File: config.mk
export PLATFORM = sky130hd
export DESIGN_NAME = sid_spi_writer_flat
export DESIGN_NICKNAME = d
export VERILOG_FILES = /design/src/rtl/sid_spi_writer_pkg.sv /design/src/rtl/sid_spi_writer_if.sv /design/src/rtl/sid_req_fifo.sv /design/src/rtl/sid_spi_writer.sv /design/src/flat_wrapper.sv
export SDC_FILE = /design/constraint.sdc
export NUM_CORES = 1
export LEC_CHECK = 0
export CORE_MARGIN = 2
export CORE_UTILIZATION = 59
export CTS_CLUSTER_SIZE = 30
export DETAILED_ROUTE_END_ITERATION = 8
export PLACE_DENSITY = 0.79
export SYNTH_ARGS = -nofsm -noshare
export SYNTH_HDL_FRONTEND = slang
export SYNTH_SLANG_ARGS = --single-unit
File: constraint.sdc
create_clock -name clk -period 3.7 [get_ports clk]
set_input_delay 0.37 -clock clk [delete_from_list [all_inputs] [get_ports clk]]
set_output_delay 0.37 -clock clk [all_outputs]
set_load 0.1 [all_outputs]
File: src/rtl/sid_spi_writer_pkg.sv
// Shared SID write-path definitions: field widths, the FSM state type and the
// two-byte write encoding also used by the receive-side decoder.
package sid_spi_writer_pkg;

    localparam int SID_ADDR_W = 5;
    localparam int SID_DATA_W = 8;
    localparam int REQ_W      = SID_ADDR_W + SID_DATA_W;

    typedef enum logic [1:0] {
        IDLE,
        SHIFT,
        HOLD,
        GAP
    } spi_state_e;

    // First byte carries the write marker, the address and the top two data bits.
    function automatic logic [7:0] sid_enc_byte0(input logic [SID_ADDR_W-1:0] addr,
                                                 input logic [SID_DATA_W-1:0] data);
        return {1'b1, addr, data[7:6]};
    endfunction

    function automatic logic [7:0] sid_enc_byte1(input logic [SID_DATA_W-1:0] data);
        return {2'b00, data[5:0]};
    endfunction

endpackage

File: src/rtl/sid_spi_writer_if.sv
// Request handshake plus SPI pin bundle of the SID SPI writer.
interface sid_spi_writer_if #(
    parameter int FIFO_DEPTH = 4
);
    import sid_spi_writer_pkg::*;

    localparam int LVL_W = $clog2(FIFO_DEPTH) + 1;

    logic                  iValid;
    logic                  oReady;
    logic [SID_ADDR_W-1:0] iAddr;
    logic [SID_DATA_W-1:0] iData;
    logic                  oSck;
    logic                  oMosi;
    logic                  oCsN;
    logic                  oBusy;
    logic [LVL_W-1:0]      oLevel;

    modport master (
        output iValid, iAddr, iData,
        input  oReady, oSck, oMosi, oCsN, oBusy, oLevel
    );

    modport slave (
        input  iValid, iAddr, iData,
        output oReady, oSck, oMosi, oCsN, oBusy, oLevel
    );

endinterface

File: src/rtl/sid_req_fifo.sv
// Synchronous request FIFO with registered occupancy; read data is the head
// entry, valid whenever the FIFO is non-empty.
module sid_req_fifo
    import sid_spi_writer_pkg::*;
#(
    parameter int DEPTH = 4,
    parameter int WIDTH = REQ_W
) (
    input  logic                   clk,
    input  logic                   rst,
    input  logic                   push_i,
    input  logic [WIDTH-1:0]       wdata_i,
    input  logic                   pop_i,
    output logic [WIDTH-1:0]       rdata_o,
    output logic [$clog2(DEPTH):0] level_o,
    output logic                   full_o,
    output logic                   empty_o
);
    localparam int PTR_W = $clog2(DEPTH);

    logic [WIDTH-1:0] mem_q [DEPTH];
    logic [PTR_W-1:0] wr_ptr_q;
    logic [PTR_W-1:0] rd_ptr_q;
    logic [PTR_W:0]   level_q;
    logic             do_push;
    logic             do_pop;

    assign full_o  = (level_q == (PTR_W + 1)'(DEPTH));
    assign empty_o = (level_q == '0);
    assign do_push = push_i && !full_o;
    assign do_pop  = pop_i && !empty_o;
    assign rdata_o = mem_q[rd_ptr_q];
    assign level_o = level_q;

    always_ff @(posedge clk or posedge rst) begin
        if (rst) begin
            wr_ptr_q <= '0;
            rd_ptr_q <= '0;
            level_q  <= '0;
        end else begin
            if (do_push) wr_ptr_q <= wr_ptr_q + 1'b1;
            if (do_pop)  rd_ptr_q <= rd_ptr_q + 1'b1;
            if (do_push && !do_pop)      level_q <= level_q + 1'b1;
            else if (!do_push && do_pop) level_q <= level_q - 1'b1;
        end
    end

    // Storage needs no reset: the pointers and level define what is valid.
    always_ff @(posedge clk) begin
        if (do_push) mem_q[wr_ptr_q] <= wdata_i;
    end

endmodule

File: src/rtl/sid_spi_writer.sv
// SPI mode-0 master that sends each queued SID write as two CS-framed bytes.
//  state | meaning
//  IDLE  | no transfer, waiting for a FIFO entry
//  SHIFT | CS low, shifting 8 bits MSB first (low phase then high phase)
//  HOLD  | CS low, SCK low for one half-period after bit 0
//  GAP   | CS high between bytes; next byte or next request follows directly
module sid_spi_writer
    import sid_spi_writer_pkg::*;
#(
    parameter int CLK_DIV    = 6,
    parameter int CS_GAP     = 12,
    parameter int FIFO_DEPTH = 4
) (
    input  logic              clk,
    input  logic              rst,
    sid_spi_writer_if.slave   bus
);
    localparam int         LVL_W    = $clog2(FIFO_DEPTH) + 1;
    localparam logic [7:0] DIV_LAST = 8'(CLK_DIV - 1);
    localparam logic [7:0] GAP_LAST = 8'(CS_GAP - 1);

    spi_state_e       state_q;
    logic [7:0]       cnt_q;
    logic [2:0]       bit_q;
    logic [7:0]       sh_q;
    logic [7:0]       byte1_q;
    logic             byte_idx_q;
    logic             sck_q;
    logic             mosi_q;
    logic             csn_q;

    logic [REQ_W-1:0] req;
    logic [LVL_W-1:0] level;
    logic             fifo_full;
    logic             fifo_empty;
    logic             push;
    logic             pop;
    logic [7:0]       req_b0;
    logic [7:0]       req_b1;

    assign push   = bus.iValid && !fifo_full;
    assign pop    = !fifo_empty &&
                    ((state_q == IDLE) || (state_q == GAP && cnt_q == '0 && byte_idx_q));
    assign req_b0 = sid_enc_byte0(req[REQ_W-1 -: SID_ADDR_W], req[SID_DATA_W-1:0]);
    assign req_b1 = sid_enc_byte1(req[SID_DATA_W-1:0]);

    sid_req_fifo #(
        .DEPTH (FIFO_DEPTH),
        .WIDTH (REQ_W)
    ) u_fifo (
        .clk     (clk),
        .rst     (rst),
        .push_i  (push),
        .wdata_i ({bus.iAddr, bus.iData}),
        .pop_i   (pop),
        .rdata_o (req),
        .level_o (level),
        .full_o  (fifo_full),
        .empty_o (fifo_empty)
    );

    always_ff @(posedge clk or posedge rst) begin
        if (rst) begin
            state_q    <= IDLE;
            cnt_q      <= '0;
            bit_q      <= '0;
            sh_q       <= '0;
            byte1_q    <= '0;
            byte_idx_q <= 1'b0;
            sck_q      <= 1'b0;
            mosi_q     <= 1'b0;
            csn_q      <= 1'b1;
        end else begin
            case (state_q)
                IDLE: ;
                SHIFT: begin
                    if (cnt_q != '0) begin
                        cnt_q <= cnt_q - 1'b1;
                    end else begin
                        cnt_q <= DIV_LAST;
                        if (!sck_q) begin
                            sck_q <= 1'b1;
                        end else begin
                            sck_q <= 1'b0;
                            if (bit_q == '0) begin
                                state_q <= HOLD;
                            end else begin
                                bit_q  <= bit_q - 1'b1;
                                mosi_q <= sh_q[7];
                                sh_q   <= {sh_q[6:0], 1'b0};
                            end
                        end
                    end
                end
                HOLD: begin
                    if (cnt_q != '0) begin
                        cnt_q <= cnt_q - 1'b1;
                    end else begin
                        state_q <= GAP;
                        csn_q   <= 1'b1;
                        mosi_q  <= 1'b0;
                        cnt_q   <= GAP_LAST;
                    end
                end
                GAP: begin
                    if (cnt_q != '0) begin
                        cnt_q <= cnt_q - 1'b1;
                    end else if (!byte_idx_q) begin
                        state_q    <= SHIFT;
                        byte_idx_q <= 1'b1;
                        csn_q      <= 1'b0;
                        mosi_q     <= byte1_q[7];
                        sh_q       <= {byte1_q[6:0], 1'b0};
                        bit_q      <= 3'd7;
                        cnt_q      <= DIV_LAST;
                    end else begin
                        state_q <= IDLE;
                    end
                end
                default: state_q <= IDLE;
            endcase

            // A pop starts the next request from IDLE or straight out of the second GAP.
            if (pop) begin
                state_q    <= SHIFT;
                byte1_q    <= req_b1;
                byte_idx_q <= 1'b0;
                csn_q      <= 1'b0;
                mosi_q     <= req_b0[7];
                sh_q       <= {req_b0[6:0], 1'b0};
                bit_q      <= 3'd7;
                cnt_q      <= DIV_LAST;
            end
        end
    end

    assign bus.oSck   = sck_q;
    assign bus.oMosi  = mosi_q;
    assign bus.oCsN   = csn_q;
    assign bus.oLevel = level;
    assign bus.oReady = (level != LVL_W'(FIFO_DEPTH));
    assign bus.oBusy  = (state_q != IDLE) || (level != '0);

endmodule

File: src/flat_wrapper.sv
// flat-port wrapper written by rule: the top's interface ports become plain ports
module sid_spi_writer_flat import sid_spi_writer_pkg::*;
#(
    parameter int CLK_DIV    = 6,
    parameter int CS_GAP     = 12,
    parameter int FIFO_DEPTH = 4
)
  (clk, rst, bus_iValid, bus_iAddr, bus_iData, bus_oReady, bus_oSck, bus_oMosi, bus_oCsN, bus_oBusy, bus_oLevel);
  sid_spi_writer_if #(.FIFO_DEPTH(FIFO_DEPTH)) bus_i ();
  input  logic clk;
  input  logic rst;
  input wire logic [$bits(bus_i.iValid)-1:0] bus_iValid;
  input wire logic [$bits(bus_i.iAddr)-1:0] bus_iAddr;
  input wire logic [$bits(bus_i.iData)-1:0] bus_iData;
  output wire logic [$bits(bus_i.oReady)-1:0] bus_oReady;
  output wire logic [$bits(bus_i.oSck)-1:0] bus_oSck;
  output wire logic [$bits(bus_i.oMosi)-1:0] bus_oMosi;
  output wire logic [$bits(bus_i.oCsN)-1:0] bus_oCsN;
  output wire logic [$bits(bus_i.oBusy)-1:0] bus_oBusy;
  output wire logic [$bits(bus_i.oLevel)-1:0] bus_oLevel;
  assign bus_i.iValid = bus_iValid;
  assign bus_i.iAddr = bus_iAddr;
  assign bus_i.iData = bus_iData;
  assign bus_oReady = bus_i.oReady;
  assign bus_oSck = bus_i.oSck;
  assign bus_oMosi = bus_i.oMosi;
  assign bus_oCsN = bus_i.oCsN;
  assign bus_oBusy = bus_i.oBusy;
  assign bus_oLevel = bus_i.oLevel;
  sid_spi_writer #(.CLK_DIV(CLK_DIV), .CS_GAP(CS_GAP), .FIFO_DEPTH(FIFO_DEPTH)) u_core (.clk(clk), .rst(rst), .bus(bus_i));
endmodule
After elaboration in Yosys (flattened, before gate mapping)
Memory sizes are Yosys's and may differ from the RTL's.
Cells that the tools add are included.
{"block": "classes", "n_reduce_logical": 33, "eq_ne": 14, "bitwise_logic": 1, "mux": 46, "addsub": 6}
{"op": "$mux 8", "n": 11}
{"op": "$mux 3", "n": 8}
{"op": "$pmux 8 s3", "n": 1}
{"op": "$ne 3x3->1 const B", "n": 6}
{"op": "$pmux 8 s2", "n": 1}
{"op": "$mux 1", "n": 15}
{"op": "$mux 2", "n": 6}
{"op": "$reduce_and 6->1", "n": 2}
{"op": "$reduce_bool 3->1", "n": 3}
{"op": "$logic_and 1x1->1", "n": 8}
{"op": "$logic_not 8->1", "n": 1}
{"op": "$reduce_bool 8->1", "n": 1}
{"op": "$sub 8x1->8 const B", "n": 1}
{"op": "$reduce_and 7->1", "n": 1}
{"op": "$logic_not 3->1", "n": 2}
{"op": "$ne 3x2->1 const B", "n": 2}
{"op": "$pmux 2 s3", "n": 1}
{"op": "$pmux 3 s2", "n": 1}
{"op": "$reduce_and 2->1", "n": 3}
{"op": "$reduce_bool 2->1", "n": 3}
{"op": "$sub 3x1->3 const B", "n": 2}
{"op": "$add 2x1->2 const B", "n": 2}
{"op": "$eq 2x2->1 const B", "n": 2}
{"op": "$logic_not 1->1", "n": 4}
{"op": "other kinds (12)", "n": 13}
{"block": "word_totals", "ramBits": 52, "memories": 1, "input_bits": 16, "elab_cells": 113, "register_bits": 38}
{"memory": "u_core.u_fifo.mem_q", "words": 4, "width": 13, "rd": 1, "rd_clocked_by_memory_dff": 0, "wr": 1, "line": "sid_req_fifo.sv:21", "source": "logic [WIDTH-1:0] mem_q [DEPTH];"}

Longest topological paths before layout
{"block": "logic_depth", "ltp_word": 9, "mapped_depth": 13, "ltp_nobuf": 12}

By module
A second synthesis with hierarchy kept.
{"block": "hier_totals", "cells_unflattened": 283, "hier_area_um2": 4070.2}
{"mod": "sid_req_fifo", "n_inst": 1, "cells_each": 104, "seq_area_each_um2": 1736.7, "area_per_inst_um2": 2328.5}
{"mod": "sid_spi_writer", "n_inst": 1, "cells_each": 179, "seq_area_each_um2": 752.0, "area_per_inst_um2": 1741.7}

Worst setup path after synthesis
Ideal clock, no wire load.
{"block": "synth_timing", "path_kind": "flip-flop to flip-flop", "start": "register u_core.u_fifo.level_q[2], in the netlist u_core.u_fifo.level_o[2]", "end": "register u_core.u_fifo.level_q[1], in the netlist u_core.u_fifo.level_o[1]", "t_required_ns": 3.574, "synth_period_minus_slack_ns": 3.395, "path_buffers": 0, "arrival_time_ns": 3.269, "setup_time_ns": 0.126, "path_slack_ns": 0.305, "stages_incl_launch_ff": 7, "path_cell_list": "dfrtp_1 nand2_1 and2_0 ha_1 inv_1 fa_1 mux2_2"}
{"block": "synth_between", "elab_chain_cells": 7, "elab_cells_between_ends": 14, "cone_classes": "eq/ne: 1; mux: 1; reduce/logical: 12"}
{"element": "from (decl)", "line": "sid_req_fifo.sv:24", "source": "logic [PTR_W:0] level_q;"}
{"element": "from (signal assigned)", "line": "sid_req_fifo.sv:43", "source": "if (do_push && !do_pop) level_q <= level_q + 1'b1;"}
{"element": "from (signal assigned)", "line": "sid_req_fifo.sv:44", "source": "else if (!do_push && do_pop) level_q <= level_q - 1'b1;"}
{"element": "$eq 3x3->1 *", "line": "sid_req_fifo.sv:28", "source": "assign full_o = (level_q == (PTR_W + 1)'(DEPTH));"}
{"element": "$logic_not 1->1 *", "line": "sid_req_fifo.sv:30, sid_spi_writer.sv:41"}
{"element": "$logic_and 1x1->1", "line": "sid_spi_writer.sv:41", "source": "assign push = bus.iValid && !fifo_full;"}
{"element": "$logic_and 1x1->1 *", "line": "sid_req_fifo.sv:30", "source": "assign do_push = push_i && !full_o;"}
{"element": "net u_core.u_fifo.do_push", "line": "sid_req_fifo.sv:25", "source": "logic do_push;"}
{"element": "$logic_not 1->1", "line": "sid_req_fifo.sv:44"}
{"element": "$logic_and 1x1->1", "line": "sid_req_fifo.sv:44"}
{"element": "$reduce_bool 2->1 (no line)"}
The timed path passes the listed nets; every way through them passes the cells marked *.
A chain may end at the register's enable or synchronous reset.

Worst setup path in the final report
{"block": "layout_timing", "start": "register u_core.cnt_q[0]", "end": "register u_core.u_fifo.level_q[1], in the netlist u_core.u_fifo.level_o[1]"}
{"block": "layout_between", "elab_chain_cells": 9, "elab_cells_between_ends": 11, "cone_classes": "mux: 1; reduce/logical: 10"}
{"element": "from (decl)", "line": "sid_spi_writer.sv:23", "source": "logic [7:0] cnt_q;"}
{"element": "from (signal assigned)", "line": "sid_spi_writer.sv:78", "source": "cnt_q <= cnt_q - 1'b1;"}
{"element": "from (signal assigned)", "line": "sid_spi_writer.sv:97", "source": "cnt_q <= cnt_q - 1'b1;"}
{"element": "from (signal assigned)", "line": "sid_spi_writer.sv:107", "source": "cnt_q <= cnt_q - 1'b1;"}
{"element": "$logic_not 8->1 *", "line": "sid_spi_writer.sv:43", "source": "((state_q == IDLE) || (state_q == GAP && cnt_q == '0 && byte_idx_q));"}
{"element": "$logic_and 1x1->1 * (2 in series)", "line": "sid_spi_writer.sv:43"}
{"element": "$logic_or 1x1->1 *", "line": "sid_spi_writer.sv:43"}
{"element": "$logic_and 1x1->1 *", "line": "sid_spi_writer.sv:42", "source": "assign pop = !fifo_empty &&"}
{"element": "$logic_and 1x1->1 *", "line": "sid_req_fifo.sv:31", "source": "assign do_pop = pop_i && !empty_o;"}
{"element": "$logic_not 1->1", "line": "sid_req_fifo.sv:43"}
{"element": "$logic_and 1x1->1", "line": "sid_req_fifo.sv:43"}
{"element": "$mux 3 / $reduce_bool 2->1 (equally long branches)"}
Mark *: on every way between the ends. The rest lies on a longest branch, timed or not.

==> summary.txt <==
Yosys
  – Synth cell types: 62
  – Top FF cell, synth: edfxtp_1
  – Cells after Synth: 292
  – Async SR Flop Fraction: 0.416
  – Register area share after synthesis: 0.614
  – Mapped Nets: 317
  – Synthesized area per cell: 13.9 um2
  – Top-area cell type share of the netlist area: 0.385
  – Synth top area cells: edfxtp_1 (39%), dfrtp_1 (22%), mux4_2 (7.2%)
  – Post-Syn Area: 0.00405 mm2
  – Post-synth top area cell: edfxtp_1
  – Post-synth EDFFs: 52
  – Register bit count reported by yosys: 89
  – Yosys warnings: 0

Critical path
  – CP max stage cell: dfrtp_1
  – Crit path launch type: flop
  – WP data arrival: 2.93 ns
  – Critical R2R Launch: u_core.cnt_q[0]
  – Worst-path maximum fanout: 14
  – Buf+Inv Stages, Crit Path: 3
  – Critical Path RT: 3.95 ns
  – R2R setup slack: 1.01 ns
  – Crit path from: u_core.cnt_q[0]
  – Critical-path cell list: inv_1, ha_1, nor3b_2, nand3_4, o21ai_4, inv_4, ha_1, inv_1, fa_1, mux2_2
  – CP endpoint kind: flop
  – Worst Reg2Reg Path Length in Cells: 10
  – Terminus of the critical flop-to-flop path: u_core.u_fifo.level_o[1]
  – Crit path max-delay family: adder cells
  – Crit path largest cell delay: 0.41 ns
  – Crit Path Class: reg2reg
  – Worst setup path end: u_core.u_fifo.level_o[1]
  – WP depth: 10

STA
  – Slew headroom: 0.333
  – Hold slack final: 0.422 ns
  – Fin crit share: 0.726
  – Crit path time final: 2.69 ns
  – Final setup fails: 0
  – RSZ-0062 raised after global routing: false
  – Final number of hold-violating endpoints: 0
  – Tightest Pin Transition: 1.00 ns
  – Setup TNS: 0 ns
  – Slew Limit Fails: 0
  – Setup Skew: 0.00613 ns
  – FMAX: 372 MHz

Clocking
  – Clock sinks: 89
  – Hold Buf Count CTS: 0
  – Clk Latency, worst-skew pair: 0.35 ns
  – Root buf cell: clkbuf_8
  – TritonCTS clock tree: yes
  – CTS H-tree lvls: 3
  – # Post-CTS Setup Buffers: 0
  – Cells resized by post-CTS repair: 0
  – Clock slew at reported path FFs: 0.09 ns
  – Clk buf depth: 2
  – CTS buffer count: 9

Floorplanning
  – Die width: 86.9 um
  – Die height: 86.9 um
  – Ports: 24
  – Initial core utilization: 0.603
  – Die area: 0.00755 mm2
  – CORE AREA: 0.00672 mm2
  – Row cnt: 30

Layout
  – Antenna cells: 0
  – Most frequent cells in the layout: edfxtp_1 (52), nand2_1 (37), dfrtp_1 (36)
  – Share of layout cells above drive strength 1: 0.175
  – Area Overhead vs Synth: 11.9%
  – Nets: 340
  – Final Instance Area: 0.00453 mm2
  – Most common cell after layout, fill and taps aside: edfxtp_1
  – Reg area: 0.00249 mm2
  – Area of the multi-input gates: 0.00142 mm2
  – Layout Cells excl Fill: 400
  – # fillers: 467

Placed design
  – Dpl cells: 384
  – Post-DP HPWL: 4640 um
  – Count of input and output buffers: 23
  – Cell Area, Placed: 0.00431 mm2
  – GPL Wtd Cong: 0.807

GRT
  – Vias in the first global route: 2393
  – Total congestion overflow: 0
  – First-pass GRT wire length: 11800 um
  – Initial antenna violation count: 0
  – Largest net degree at the start of global routing: 38
  – GRT Total Usage: 0.208

Routing
  – Iter 0 DRT Violations: 250
  – Vias per Instance: 5.92
  – Routed Antenna Nets: 0
  – DRC violations left: 0
  – Wirelength per Cell: 17.5 um
  – Drt pass-1 iters: 4
  – DR vias: 2367
  – Drt total wl: 7020 um

Power and ir drop
  – Power, Total: 2490 uW
  – Maximum VDD drop: 0.392 mV
  – Leak: 0.00181 uW
  – Sequential share of power: 0.508
  – Sw power: 754 uW
  – Clock share of power: 0.302
  – Net Sw Frac: 0.302
  – Logic pwr share: 0.190
  – Pwr per Cell Area: 550 mW/mm2
  – Int Power: 1740 uW

Min path
  – Type of the most critical hold path: in2async

Job
  – Max cap viols: 0

Run status
  – Status: completed
[area by class of cell]
cell class,count,area share
clock buffers,9,0.0273
inverters,13,0.0113
flip-flops and latches,89,0.549
well taps,80,0.0221
repair buffers,26,0.0552
clock inverters,7,0.0224
multi-input cells,176,0.313
[worst reg2reg max path: cells and delay by family, from the launching register on]
kind	cells	cell delay (ns)
fa+ha+maj	3	0.82
simple gates	2	0.57
flops	1	0.41
buf+inv	3	0.29
mux	1	0.26
compound gates	1	0.24
[worst min-delay path by stage]
stage	to	cells after the start	from	slack, ns
6_report	u_core.u_fifo.level_o[0]	3	rst	0.42
5_1_grt	u_core.u_fifo.wr_ptr_q[1]	3	rst	0.49
4_1_cts	u_core.u_fifo.level_o[0]	3	rst	0.44
3_5_place_dp	u_core.byte1_q[1]	2	u_core.byte1_q[1]	0.47
3_3_place_gp	u_core.byte1_q[1]	2	u_core.byte1_q[1]	0.45
2_1_floorplan	u_core.byte1_q[1]	2	u_core.byte1_q[1]	0.43
[kinds of logic after synthesis]
| kind of cell | Yosys count | synth area share |
|---|---|---|
| buffers and inverters | 27 | 0.0361 |
| flip-flops | 89 | 0.614 |
| AND/OR/NAND/NOR | 86 | 0.110 |
| multiplexers | 18 | 0.0865 |
| XOR/XNOR | 11 | 0.0275 |
| adder cells (fa/ha/maj) | 9 | 0.0296 |
| AO/OA/AOI/OAI | 52 | 0.0957 |
[Yosys cell counts, types with 3 or more instances]
cell type	count
nand2_2	3
nor2_1	15
dfrtp_1	36
nor3_1	4
buf_2	4
and3_1	8
o31ai_1	3
a211oi_1	4
a21oi_1	9
o21ai_0	6
a21o_1	3
xnor2_1	5
clkbuf_1	5
inv_1	12
xor2_1	4
nand2_1	37
mux4_2	13
edfxtp_1	52
buf_6	5
ha_1	8
a31oi_1	5
[metrics by stage]
| step | util | setup slack, ns |
|---|---|---|
| final | 0.674 | 1.01 |
| after global routing | 0.674 | 0.808 |
| after CTS | 0.674 | 1.01 |
| after detailed placement | 0.641 | 1.02 |
| after global placement | 0.641 | 1.11 |
| after floorplan | - | 0.305 |
[registers in the layout, summed over array words and instances, names as in the netlist, 2 cells and up]
signal and flops:
u_core.byte1_q 6, u_core.u_fifo.wr_ptr_q 2, u_core.state_q 2, u_core.bit_q 3, u_core.u_fifo.rd_ptr_q 2, u_core.cnt_q 8
u_core.u_fifo.mem_q 52, u_core.u_fifo.level_o 3, u_core.sh_q 7
[metal layers]
layer / track usage / up-vias / wire length [um]
met5: 0 / - / 0
met4: 0.0682 / 0 / 76
met3: 0.0455 / 8 / 240
met2: 0.350 / 47 / 3580
met1: 0.272 / 1183 / 3130
li1: - / 1129 / -
[power by group through the flow]
stage	clock (uW)	sequential, uW	combinational, uW
2_1_floorplan	0	1390	234
3_3_place_gp	0	1280	476
3_5_place_dp	0	1290	483
4_1_cts	763	1270	483
5_1_grt	808	1280	515
6_report	752	1270	474
Power figures use the tool's default switching activity.
